## src/rtl/lsu.sv

```systemverilog
// Load/store unit: issues a single valid/ready data-memory access for
// RISC-V LB/LH/LW/LBU/LHU/SB/SH/SW and formats store lanes and load results.
module lsu #(
  parameter int TIMEOUT = 16
) (
  input  logic        clk,
  input  logic        rst,
  input  logic        start,
  input  logic        isStore,
  input  logic [2:0]  funct3,
  input  logic [31:0] addr,
  input  logic [31:0] storeData,
  output logic        busy,
  output logic        done,
  output logic        fault,
  output logic [31:0] loadData,
  output logic        memReq,
  output logic        memWe,
  output logic [31:0] memAddr,
  output logic [31:0] memWdata,
  output logic [3:0]  memBe,
  input  logic        memReady,
  input  logic [31:0] memRdata
);

  typedef enum logic [1:0] {
    IDLE = 2'd0,
    REQ  = 2'd1,
    DONE = 2'd2,
    ERR  = 2'd3
  } state_e;

  state_e      state_q;
  logic [31:0] cnt_q;
  logic [2:0]  f3_q;
  logic [1:0]  off_q;
  logic        done_q;
  logic        fault_q;
  logic        memReq_q;
  logic        memWe_q;
  logic [31:0] memAddr_q;
  logic [31:0] memWdata_q;
  logic [3:0]  memBe_q;
  logic [31:0] loadData_q;

  function automatic logic is_illegal(input logic [2:0] f3, input logic st,
                                      input logic [1:0] a);
    logic bad;
    bad = 1'b0;
    case (f3)
      3'b000:  bad = 1'b0;
      3'b001:  bad = a[0];
      3'b010:  bad = (a != 2'b00);
      3'b100:  bad = st;
      3'b101:  bad = st | a[0];
      default: bad = 1'b1;
    endcase
    return bad;
  endfunction

  function automatic logic [3:0] byte_en(input logic [2:0] f3, input logic [1:0] a);
    logic [3:0] be;
    case (f3[1:0])
      2'b00:   be = 4'b0001 << a;
      2'b01:   be = a[1] ? 4'b1100 : 4'b0011;
      2'b10:   be = 4'b1111;
      default: be = 4'b0000;
    endcase
    return be;
  endfunction

  function automatic logic [31:0] store_lanes(input logic [2:0] f3, input logic [31:0] d);
    logic [31:0] w;
    case (f3[1:0])
      2'b00:   w = {4{d[7:0]}};
      2'b01:   w = {2{d[15:0]}};
      default: w = d;
    endcase
    return w;
  endfunction

  function automatic logic [31:0] load_extract(input logic [2:0] f3, input logic [1:0] a,
                                               input logic [31:0] rd);
    logic [31:0] lane;
    logic [31:0] r;
    lane = rd >> {a, 3'b000};
    case (f3)
      3'b000:  r = {{24{lane[7]}}, lane[7:0]};
      3'b001:  r = {{16{lane[15]}}, lane[15:0]};
      3'b100:  r = {24'd0, lane[7:0]};
      3'b101:  r = {16'd0, lane[15:0]};
      default: r = lane;
    endcase
    return r;
  endfunction

  // Stall is combinational on start so the core holds in the issue cycle.
  assign busy     = ((state_q == IDLE) && start) || (state_q == REQ);
  assign done     = done_q;
  assign fault    = fault_q;
  assign memReq   = memReq_q;
  assign memWe    = memWe_q;
  assign memAddr  = memAddr_q;
  assign memWdata = memWdata_q;
  assign memBe    = memBe_q;
  assign loadData = loadData_q;

  // Control FSM with registered memory-port and completion outputs.
  always_ff @(posedge clk) begin
    if (rst) begin
      state_q    <= IDLE;
      cnt_q      <= 32'd0;
      f3_q       <= 3'b000;
      off_q      <= 2'b00;
      done_q     <= 1'b0;
      fault_q    <= 1'b0;
      memReq_q   <= 1'b0;
      memWe_q    <= 1'b0;
      memAddr_q  <= 32'd0;
      memWdata_q <= 32'd0;
      memBe_q    <= 4'b0000;
      loadData_q <= 32'd0;
    end else begin
      done_q  <= 1'b0;
      fault_q <= 1'b0;
      case (state_q)
        IDLE: begin
          if (start) begin
            f3_q  <= funct3;
            off_q <= addr[1:0];
            if (is_illegal(funct3, isStore, addr[1:0])) begin
              state_q <= ERR;
              done_q  <= 1'b1;
              fault_q <= 1'b1;
            end else begin
              state_q    <= REQ;
              cnt_q      <= 32'd0;
              memReq_q   <= 1'b1;
              memWe_q    <= isStore;
              memAddr_q  <= {addr[31:2], 2'b00};
              memBe_q    <= byte_en(funct3, addr[1:0]);
              memWdata_q <= store_lanes(funct3, storeData);
            end
          end
        end
        REQ: begin
          if (memReady) begin
            if (!memWe_q) begin
              loadData_q <= load_extract(f3_q, off_q, memRdata);
            end
            state_q  <= DONE;
            done_q   <= 1'b1;
            memReq_q <= 1'b0;
            memWe_q  <= 1'b0;
          end else if ((TIMEOUT != 0) && (cnt_q == 32'(TIMEOUT - 1))) begin
            state_q  <= ERR;
            done_q   <= 1'b1;
            fault_q  <= 1'b1;
            memReq_q <= 1'b0;
            memWe_q  <= 1'b0;
          end else begin
            cnt_q <= cnt_q + 32'd1;
          end
        end
        DONE:    state_q <= IDLE;
        ERR:     state_q <= IDLE;
        default: state_q <= IDLE;
      endcase
    end
  end

endmodule
```

## config.mk

```make
export PLATFORM = sky130hd
export DESIGN_NAME = lsu
export DESIGN_NICKNAME = d
export VERILOG_FILES = /design/src/rtl/lsu.sv
export SDC_FILE = /design/constraint.sdc
export NUM_CORES = 1
export LEC_CHECK = 0
export ABC_AREA = 1
export CELL_PAD_IN_SITES_DETAIL_PLACEMENT = 1
export CELL_PAD_IN_SITES_GLOBAL_PLACEMENT = 1
export CORE_UTILIZATION = 30
export CTS_CLUSTER_DIAMETER = 120
export DETAILED_ROUTE_END_ITERATION = 10
export PLACE_DENSITY = 0.76
export SYNTH_ARGS = -nofsm -noshare
export SYNTH_HDL_FRONTEND = slang
export SYNTH_SLANG_ARGS = --single-unit
```

## constraint.sdc

```tcl
create_clock -name clk -period 1.7 [get_ports clk]
set_clock_uncertainty 0.15 [all_clocks]
set_input_delay 0.34 -clock clk [delete_from_list [all_inputs] [get_ports clk]]
set_output_delay 0.34 -clock clk [all_outputs]
set_load 0.02 [all_outputs]
```

Yosys cells after proc, flatten, opt, wreduce, memory -nomap -nowiden
Cells that the tools add are included.
- word-level logic and storage cells: 84
- input port bits: 104
- bits in registers: 141
- shift-type cells: 2
- eq/ne operators: 18
- multiplexer cells: 33
- add/sub/neg operators: 1
- reductions and logical operators: 15
- bitwise operators: 3
- operators by type and width (cell ; number):
    $mux W32 ; 4
    $pmux W32 S2 ; 2
    $pmux W32 S4 ; 1
    $add A32 B1 Y32 const B ; 1
    $eq A32 B4 Y1 const B ; 1
    $shr A32 B5 Y32 ; 1
    $mux W1 ; 14
    $eq A3 B3 Y1 const B ; 4
    $pmux W4 S3 ; 1
    $mux W2 ; 4
    $ne A2 B2 Y1 const B ; 4
    $pmux W1 S2 ; 4
    $eq A2 B2 Y1 const B ; 3
    $eq A3 B1 Y1 const B ; 2
    $logic_not A3 Y1 ; 2
    $pmux W2 S3 ; 1
    $reduce_and A3 Y1 ; 2
    $pmux W1 S5 ; 1
    $reduce_and A5 Y1 ; 1
    $eq A2 B1 Y1 const B ; 2
    $logic_not A2 Y1 ; 2
    $mux W4 ; 1
    $reduce_and A2 Y1 ; 2
    $reduce_and A4 Y1 ; 1
    other kinds (9) ; 11

Longest topological paths before layout
Gate-level depths: netlist of run 1.
- depth in word-level cells: 8
- mapped depth: 12
- gate-level depth less buffers: 12

Worst setup path after synthesis of run 1
Ideal clock, no wire load.
- path kind: register to register
- start: reg cnt_q[0]
- end: reg cnt_q[26]
- setup time: 0.113 ns
- setup slack: -0.028 ns
- buffers on the path: 1
- required time: 1.437 ns
- arrival: 1.465 ns
- period minus slack after synthesis: 1.728 ns
- stages on the path, launching flop included: 12
- path through: dfxtp_1 -> ha_1 -> nand3_2 -> nor2_1 -> nand2_1 -> o21ai_1 -> nand2_1 -> nand2_2 -> inv_2 -> buf_6 -> nor2_1 -> nor2_1
- cells in the longest elaborated chain, start to end: 4
- RTL lines (element ; line ; RTL):
    from (decl) ; 34 ; logic [31:0] cnt_q;
    from (signal assigned) ; 162 ; cnt_q <= cnt_q + 32'd1;
    $add A32 B1 Y32 ; 162 ;
    $mux W32 ; 155 ; end else if ((TIMEOUT != 0) && (cnt_q == 32'(TIMEOUT - 1))) begin
    $mux W32 ; 147 ; if (memReady) begin
    $pmux W32 S2 ; 126 ; case (state_q)
Parallel ways exist; a longest one is shown, timed or not. The select of a mux whose other input is x is not followed.
A chain may end at the register's enable or synchronous reset.

Final worst setup path of run 1
- start: reg cnt_q[0]
- end: reg cnt_q[29]
Same word-level chain as after synthesis.

==> results.cfg, run 1 <==
[yosys]
synth_mux_area_frac = 0
synth_compound_area_frac = 0.176
ys_top_cells_by_area = dfxtp_1, nand2_1, nor2_1
synth_cell_types = 32
post-synth-top-area-cell = dfxtp_1
synth_common_cells = nand2_1, nor2_1, dfxtp_1, a21oi_1, nand3_1
synth_edf_count = 0
synth_top_family_by_area = simple AND/OR/NAND/NOR gates
avgSynthCellArea_um2 = 6.41
synth_fa_ha_area_frac = 0.00173
synth_flop_cell = dfxtp_1
synth_top_area_frac = 0.390
synth_simple_gate_area_share = 0.327
synth_seq_cells = 141
synthXorXnorAreaFrac = 0.00484
async_flop_share = 0
postSynthCellCount = 1130
synth_most_common_cell = nand2_1
syn_area_mm2 = 0.00724
synth.yosys.seq_area_share = 0.390
ys.warnings.count = 0

[timing]
drv_slew = 0
min_period_over_period = 1.16
worst_slack_ns = -0.272
finalSetupViolations = 38
finalCriticalPeriod_ns = 1.97
hold_viol = 0
setup_tns_ns = -5.78
rsz0062_at_grt = yes
max_freq_mhz = 507

[clock_tree]
cts.clk_slew.worst_paths_ns = 0.07
clock_latency_ns = 0.43
cts_hold_repair.buffers = 0
clock-sinks = 141
cts_buffer_depth = 2
htree_levels = 4
cts_buffers = 17
cts_tree = done
cts_root_buf = clkbuf_16

[min_path]
hold_class = in2reg
whs_path_depth = 5
hp-start = rst

[setup_path]
cp_top_family = simple AND/OR/NAND/NOR gates
ff2ff_path_depth = 11
cp.depth = 11
cp-startpoint = cnt_q[0]$_SDFFE_PP0P_
cp.arrival_ns = 2.18
reg2reg_from = cnt_q[0]$_SDFFE_PP0P_
crit_slowest_cell = dfxtp_2
cp.required_ns = 1.91
slowest_delay_ns = 0.36
path_class = reg2reg
critical_path.startpoint_type = flop
cp_max_fo = 6
crit_buf_inv = 2
crit_chain = ha_4, nand3_4, nor2_4, nand2_2, o21ai_2, nand2_4, buf_4, clkbuf_16, nand3_1, nand2_1, nor2_1
end_kind = flop

[drt]
drc = 0
drtIter0Drc = 373
num_vias = 8781
drtPass1Iterations = 6
vias_per_cell = 4.96
wl_per_cell_um = 17.8
wirelength_um = 31500
drtAntennaViolNets = 0

[finish]
drive_gt1_frac = 0.242
fillers = 3022
fin_cells = 1771
multiInputGateArea_mm2 = 0.00423
regArea_mm2 = 0.00285
area_growth_pct = 64.7
fin_util = 0.506
fin_nets = 1542

[power]
clkPwrFrac = 0.394
p_comb_frac = 0.260
p_int_uw = 7250
p_leak_uw = 0.00539
p_seq_frac = 0.346
vdd_drop_max_mv = 0.631
swShare = 0.318
p_per_area_mw_per_mm2 = 891
p_sw_uw = 3380

[global_route]
track_usage = 0.243
overflow = 0
grt_pass1_vias = 9021
grt_antenna_before_repair = 2
grt_max_degree = 86
grt_pass1_wl_um = 46900

[status]
status = finished with violations
failed_checks = setup timing

[placed_design]
numPortBuffers = 206
place_inst = 1712
place_congestion = 0.874
dp_hpwl_um = 21400

[die]
die-width_um = 157
num_rows = 56
dieArea_mm2 = 0.0248
fp.coreArea_mm2 = 0.0235
ioPinCount = 209
die_h_um = 157
initial_core_util = 0.308

[job]
drv_cap = 0
final cells by class:
| type | instances | area share |
|---|---|---|
| sequential | 141 | 0.239 |
| tap | 319 | 0.0335 |
| clock inverter | 13 | 0.0169 |
| inverter | 102 | 0.0332 |
| multi-input combinational | 819 | 0.355 |
| timing repair buffer | 355 | 0.284 |
| antenna | 3 | 0.000630 |
| timing repair inverter | 1 | 0.000944 |
| clock buffer | 18 | 0.0368 |
per-layer routing:
layer	vias to the layer above	track usage	part of all wire
li1	4282	-	-
met1	4262	0.279	0.41
met2	188	0.431	0.52
met3	47	0.0743	0.052
met4	2	0.0684	0.018
met5	-	0	0.00041
final timing paths:
check | slack (ns) | endpoint
max | -0.27 | cnt_q[29]$_SDFFE_PP0P_
min | 0.30 | cnt_q[19]$_SDFFE_PP0P_
max reg2reg | -0.27 | cnt_q[29]$_SDFFE_PP0P_
min reg2reg | 0.31 | memAddr[23]$_SDFFE_PP0P_
worst reg2reg max path: stages, from the launching register on:
cell       delay (ns)
dfxtp_2          0.36
ha_4             0.16
nand3_4          0.09
nor2_4           0.12
nand2_2          0.08
o21ai_2          0.17
nand2_4          0.14
buf_4            0.19
clkbuf_16        0.15
nand3_1          0.09
nand2_1          0.05
nor2_1           0.15
what timing repair did:
item | in CTS | in global routing
pin swaps | 11 | 46
gates cloned | 2 | 5
gates resized for setup | 161 | 161
endpoints found under the hold margin | 0 | 0
setup buffers | 5 | 13
setup endpoints to repair | 205 | 99
power groups by stage:
stage | sequential [uW] | combinational (uW) | clock, uW
2_1_floorplan | 3920 | 1050 | 0
3_3_place_gp | 3730 | 2410 | 0
3_5_place_dp | 3740 | 2460 | 0
4_1_cts | 3670 | 2480 | 4220
5_1_grt | 3700 | 2980 | 4360
6_report | 3680 | 2770 | 4180
through the flow:
step | total power [uW] | instance area (um2) | hold WS (ns) | setup WS, ns
floorplan | 4970 | 7250 | 0.313 | 0.0116
global placement | 6140 | 10400 | 0.297 | -0.466
detailed placement | 6200 | 10400 | 0.304 | -0.544
CTS | 10400 | 11200 | 0.297 | -0.180
global route | 11000 | 11900 | 0.320 | -0.333
finish | 10600 | 11900 | 0.303 | -0.272
cells by family (layout without fill, tap and decap cells):
logic type / count (synthesis) / in the layout
AO/OA/AOI/OAI: 234 / 234
XOR/XNOR: 4 / 4
adder cells (fa/ha/maj): 1 / 1
buffers and inverters: 171 / 489
flip-flops: 141 / 141
other: 1 / 5
AND/OR/NAND/NOR: 578 / 578
cells in the final DEF, fill, tap and decap left out, drive strengths merged, types with 2 or more instances in the layout:
master	count
nand3	103
conb	2
clkbuf	23
a211oi	7
nand2	271
nand4	3
clkinv	3
a31oi	10
bufinv	4
a311oi	7
o221a	7
nor3	8
clkdlybuf4s50	99
dfxtp	141
o21ai	84
or2	4
buf	146
a21oi	116
xor2	4
inv	109
diode	3
nor2	188
dlygate4sd2	104
flip-flops by register name, summed over array words and instances (netlist names):
signal,cells
f3_q,3
loadData,32
memWe,1
memReq,1
off_q,2
memBe,4
memAddr,30
fault,1
done,1
memWdata,32
state_q,2
cnt_q,32
No activity file was read; power rests on OpenSTA's default activity.
==> run 2: changes to the inputs <==
Settings changed: CORE_MARGIN set to 4.
==> run 2 against run 1 <==
  * The run still ends with setup timing left
  * Highest routed layer unchanged
  * Flip-flop and latch count did not move
  * Combinational power grew 9.4%
  * Maximum frequency rose by 1.8%
  * First-iteration DRC count increased by 49%
  * Wire length increased by 3.5%
  * Via count up 1.7%
  * Non-clock buffer count up 23
  * Die area grew 7.8%
  * Worst setup slack improved by 0.035 ns
  * Register-to-register slack better by 0.04 ns
  * Cell count is 1.2% higher
  * Clock power fell by 10%
==> results.cfg, run 2 (synthesis results as in run 1) <==
[status]
status = finished with violations
failed_checks = setup timing

[drt]
vias_per_cell = 4.98
wirelength_um = 32600
num_vias = 8931
wl_per_cell_um = 18.2
drtPass1Iterations = 5
drtIter0Drc = 557
drc = 0
drtAntennaViolNets = 0

[clock_tree]
cts_hold_repair.buffers = 0
cts_root_buf = clkbuf_16
clock-sinks = 141
cts_tree = done
htree_levels = 4
cts_buffer_depth = 2
cts.clk_slew.worst_paths_ns = 0.06
clock_latency_ns = 0.43
cts_buffers = 17

[finish]
fin_nets = 1564
drive_gt1_frac = 0.247
area_growth_pct = 67.9
layout_commonest_cell = nand2_1
fin_util = 0.515
fin_cells = 1793
fillers = 2984
layout_common_cells = nand2_1, nor2_1, buf_4, dfxtp_1, a21oi_1

[power]
vdd_drop_max_mv = 0.666
swShare = 0.334
clkPwrFrac = 0.359
p_sw_uw = 3500
fin_total_pwr_uw = 10500
p_int_uw = 6970
p_seq_frac = 0.352
p_leak_uw = 0.00552
p_comb_frac = 0.289
p_per_area_mw_per_mm2 = 861

[global_route]
grt_pass1_wl_um = 49200
track_usage = 0.232
grt_antenna_before_repair = 6
grt_pass1_vias = 9271
overflow = 0
grt_max_degree = 63

[setup_path]
crit_slowest_cell = dfxtp_2
cp_top_family = simple AND/OR/NAND/NOR gates
reg2reg_slack_ns = -0.24
end_kind = flop
critical_path.startpoint_type = flop
path_class = reg2reg
cp_max_fo = 4
crit_chain = nor2_2, nand2_1, nor2_2, nand2_2, o21ai_4, nand2_2, buf_6, nand2_8, inv_8, buf_6, nor2_2, nor2_1
cp.arrival_ns = 2.11
cp.required_ns = 1.87
cpMostUsedCell = nor2_2
crit_buf_inv = 3
slowest_delay_ns = 0.33

[timing]
drv_slew = 0
max_freq_mhz = 516
min_period_over_period = 1.14
rsz0062_at_grt = yes
finalCriticalPeriod_ns = 1.94
hold_viol = 0
finalSetupViolations = 37
worst_slack_ns = -0.237

[die]
dieArea_mm2 = 0.0267
die_h_um = 163
ioPinCount = 209
initial_core_util = 0.307
num_rows = 56
fp.coreArea_mm2 = 0.0236
die-width_um = 163

[job]
drv_cap = 0

[placed_design]
dp_slack_ns = -0.499
place_inst = 1731
place_congestion = 0.878
dp_hpwl_um = 22300
numPortBuffers = 206

[min_path]
hold_class = in2reg
==> run 2: cell count changes in the layout (fill, tap and decap cells not counted), moves of 5 or more <==
| cell | change |
|---|---|
| dfxtp_1 | +5 |
| dlymetal6s2s_1 | +6 |
| o21ai_1 | -6 |
| buf_12 | +7 |
| nor2_1 | -5 |
| clkdlybuf4s15_1 | +6 |
| dlygate4sd2_1 | -8 |
| nand2_1 | +11 |
| inv_1 | -5 |
| buf_4 | +15 |
| dfxtp_2 | -6 |
| nor2_2 | +9 |
| nand2_2 | -14 |
==> run 2: final cells by class <==
| type | count | area (um2) | share of cell area |
|---|---|---|---|
| Clock buffer | 17 | 425 | 0.0350 |
| Timing Repair Buffer | 378 | 3710 | 0.305 |
| Antenna cell | 3 | 7.51 | 0.000618 |
| Tap cell | 319 | 399 | 0.0328 |
| Multi-Input combinational cell | 819 | 4220 | 0.347 |
| Clock inverter | 14 | 149 | 0.0123 |
| Inverter | 102 | 395 | 0.0325 |
| Sequential cell | 141 | 2850 | 0.235 |
==> run 2: worst register-to-register path: stages, from the launching register on <==
cell,delay [ns]
dfxtp_2,0.33
nor2_2,0.10
nand2_1,0.07
nor2_2,0.21
nand2_2,0.13
o21ai_4,0.17
nand2_2,0.10
buf_6,0.15
nand2_8,0.09
inv_8,0.05
buf_6,0.13
nor2_2,0.10
nor2_1,0.05
==> run 2: what timing repair did <==
item                                    4_1_cts  5_1_grt
pin swaps                                    38       33
gates resized for setup                     213      116
endpoints found under the setup margin      181      128
gates cloned                                  5        7
endpoints found under the hold margin         0        0
buffers inserted                             13        8
==> run 2: stage by stage <==
step	TNS [ns]	instance area, um2	hold WS, ns
after floorplan	0	7250	0.313
after global placement	-46.94	10600	0.297
after detailed placement	-55.49	10600	0.305
after CTS	-4.10	11700	0.292
after global routing	-9.27	12200	0.158
final	-6.09	12200	0.157
==> run 2: final timing paths <==
| kind | startpoint | endpoint | depth (start not counted) |
|---|---|---|---|
| setup / recovery | cnt_q[13]$_SDFFE_PP0P_ | cnt_q[0]$_SDFFE_PP0P_ | 12 |
| hold / removal | funct3[2] | f3_q[2]$_SDFFE_PP0P_ | 4 |
| setup reg to reg | cnt_q[13]$_SDFFE_PP0P_ | cnt_q[0]$_SDFFE_PP0P_ | 12 |
| hold reg to reg | memAddr[22]$_SDFFE_PP0P_ | memAddr[22]$_SDFFE_PP0P_ | 2 |
==> run 2: power groups by stage <==
stage               Clock [uW]  Sequential, uW  Combinational [uW]
floorplan                    0            3920                1050
global placement             0            3740                2540
detailed placement           0            3750                2600
CTS                       3800            3670                2810
global route              3990            3710                3260
finish                    3750            3690                3030
==> run 2: routing by layer <==
| metal | wire length [um] | track usage |
|---|---|---|
| met5 | 36 | 0 |
| met4 | 684 | 0.0755 |
| met3 | 2130 | 0.0853 |
| met2 | 16800 | 0.411 |
| met1 | 12900 | 0.258 |
==> run 3: changes to the inputs <==
==> constraint.sdc (replaced) <==
create_clock -name clk -period 1.7 [get_ports clk]
set_clock_uncertainty 0.15 [all_clocks]
set_input_delay 0.425 -clock clk [delete_from_list [all_inputs] [get_ports clk]]
set_output_delay 0.425 -clock clk [all_outputs]
set_load 0.02 [all_outputs]
==> run 3 against run 2 <==
  * Die area stayed put
  * Total power up 1.7%
  * Maximum frequency barely moved
  * Critical path type unchanged
  * Non-clock buffer count up 14
  * The run still ends with setup timing left
  * Wire length up 6.5%
==> results.cfg, run 3 (synthesis results as in run 1) <==
[status]
failed_checks = setup timing
status = finished with violations

[min_path]
min_to = off_q[0]$_SDFFE_PP0P_
hold_class = in2reg
whs_path_depth = 4
hp-start = addr[0]

[global_route]
gr-max-usage-layer = met2
track_usage = 0.246
grt_util_met1 = 0.275
grt_antenna_before_repair = 1
grt_max_degree = 55
grt_pass1_vias = 9805
met2_usage = 0.434
grt_use_met3 = 0.0734
grt_pass1_wl_um = 52200
overflow = 0

[setup_path]
cp.arrival_ns = 2.15
critical_path.startpoint_type = flop
reg2reg_slack_ns = -0.24
reg2reg_from = cnt_q[1]$_SDFFE_PP0P_
cp_max_fo = 8
rr_endpoint = cnt_q[24]$_SDFFE_PP0P_
ff2ff_path_depth = 11
cp.required_ns = 1.91
path_class = reg2reg
end_kind = flop

[clock_tree]
cts_hold_repair.buffers = 0
cts_tree = done
cts_buffer_depth = 2
cts_buffers = 17
cts.clk_slew.worst_paths_ns = 0.06
htree_levels = 4
clock-sinks = 141
cts_root_buf = clkbuf_16
clock_latency_ns = 0.43

[die]
ioPinCount = 209
dieArea_mm2 = 0.0267
initial_core_util = 0.307
die-width_um = 163
die_h_um = 163
num_rows = 56
fp.coreArea_mm2 = 0.0236

[job]
drv_cap = 0

[timing]
finalSetupViolations = 40
setup_tns_ns = -5.15
rsz0062_at_grt = yes
hold_viol = 0
worst_hold_slack_ns = 0.289
max_freq_mhz = 516
finalCriticalPeriod_ns = 1.94
worst_slack_ns = -0.237
min_period_over_period = 1.14
drv_slew = 0

[drt]
vias_per_cell = 5.09
num_vias = 9205
wirelength_um = 34700
drtPass1Iterations = 5
wl_per_cell_um = 19.2
drc = 0
drtAntennaViolNets = 0
drtIter0Drc = 494

[power]
p_seq_frac = 0.347
swShare = 0.338
p_leak_uw = 0.00527
fin_total_pwr_uw = 10600
clkPwrFrac = 0.359
p_per_area_mw_per_mm2 = 873
p_sw_uw = 3600
vdd_drop_max_mv = 0.629
p_int_uw = 7050
p_comb_frac = 0.293

[finish]
layout_commonest_cell = nand2_1
area_growth_pct = 68.3
fin_nets = 1578
layout_common_cells = nand2_1, nor2_1, buf_4, dfxtp_1, a21oi_1
drive_gt1_frac = 0.314
fillers = 2994
fin_util = 0.516

[placed_design]
numPortBuffers = 206
dp_slack_ns = -0.628
place_congestion = 0.909
dp_hpwl_um = 22100
run 3: cell types whose count changed in the layout (fill, tap and decap cells not counted), moves of 6 or more:
cell / change
clkdlybuf4s15_2: +8
dlygate4sd2_1: -90
o21ai_1: +12
clkdlybuf4s15_1: +22
nand3_2: +12
buf_2: +6
o21ai_0: -16
nand2_4: -6
nand3_1: -14
nand2_1: +9
clkbuf_2: +60
buf_4: +8
run 3: area by class of cell:
type                            instances  area [um2]  area share
Multi-Input combinational cell        819        4260       0.349
Tap cell                              319         399      0.0328
Timing Repair Buffer                  392        3700       0.304
Inverter                              102         393      0.0322
Antenna cell                            2        5.00    0.000411
Clock inverter                         14         146      0.0120
Clock buffer                           18         439      0.0360
Sequential cell                       141        2850       0.233
run 3: metal layers:
metal / vias to the layer above / share of wire
li1: 4352 / -
met1: 4519 / 0.38
met2: 257 / 0.52
met3: 77 / 0.064
met4: 0 / 0.036
met5: - / 0
run 3: power groups by stage:
stage | Clock [uW] | Combinational [uW] | Sequential [uW]
after global placement | 0 | 2480 | 3740
after detailed placement | 0 | 2540 | 3740
after global routing | 4050 | 3340 | 3720
after CTS | 3860 | 2840 | 3680
after floorplan | 0 | 1050 | 3920
final | 3830 | 3120 | 3690
run 3: critical path: stages (launching register included):
cell	delay, ns
dfxtp_2	0.36
ha_4	0.16
nand3_4	0.09
nor2_4	0.14
nand2_2	0.09
o21ai_2	0.19
nand2_4	0.11
buf_8	0.16
buf_16	0.14
nand3_2	0.07
nand2_1	0.07
nor2_1	0.12
run 3: what timing repair did:
action                     CTS  global route
gates resized for setup    316           231
setup endpoints to repair  235           188
buffers inserted            22            17
hold endpoints to repair     0             0
pin swaps                   52            35
gates cloned                10             3
run 3: worst max-delay path by stage:
stage / from / endpoint / slack [ns] / cells past startpoint
finish: cnt_q[1]$_SDFFE_PP0P_ / cnt_q[24]$_SDFFE_PP0P_ / -0.24 / 11
global route: cnt_q[1]$_SDFFE_PP0P_ / cnt_q[24]$_SDFFE_PP0P_ / -0.32 / 11
CTS: state_q[1]$_SDFFE_PP0P_ / busy / -0.22 / 6
detailed placement: funct3[1] / memWdata[29]$_SDFFE_PP0P_ / -0.63 / 7
global placement: funct3[1] / memWdata[24]$_SDFFE_PP0P_ / -0.60 / 7
floorplan: funct3[1] / memWdata[23]$_SDFFE_PP0P_ / 0.003 / 9
run 3: through the flow:
step                      cell area [um2]  instances
after floorplan                      7250       1131
after global placement              10600       1727
after detailed placement            10600       1727
after CTS                           12000       1790
after global routing                12200       1806
final                               12200       1807
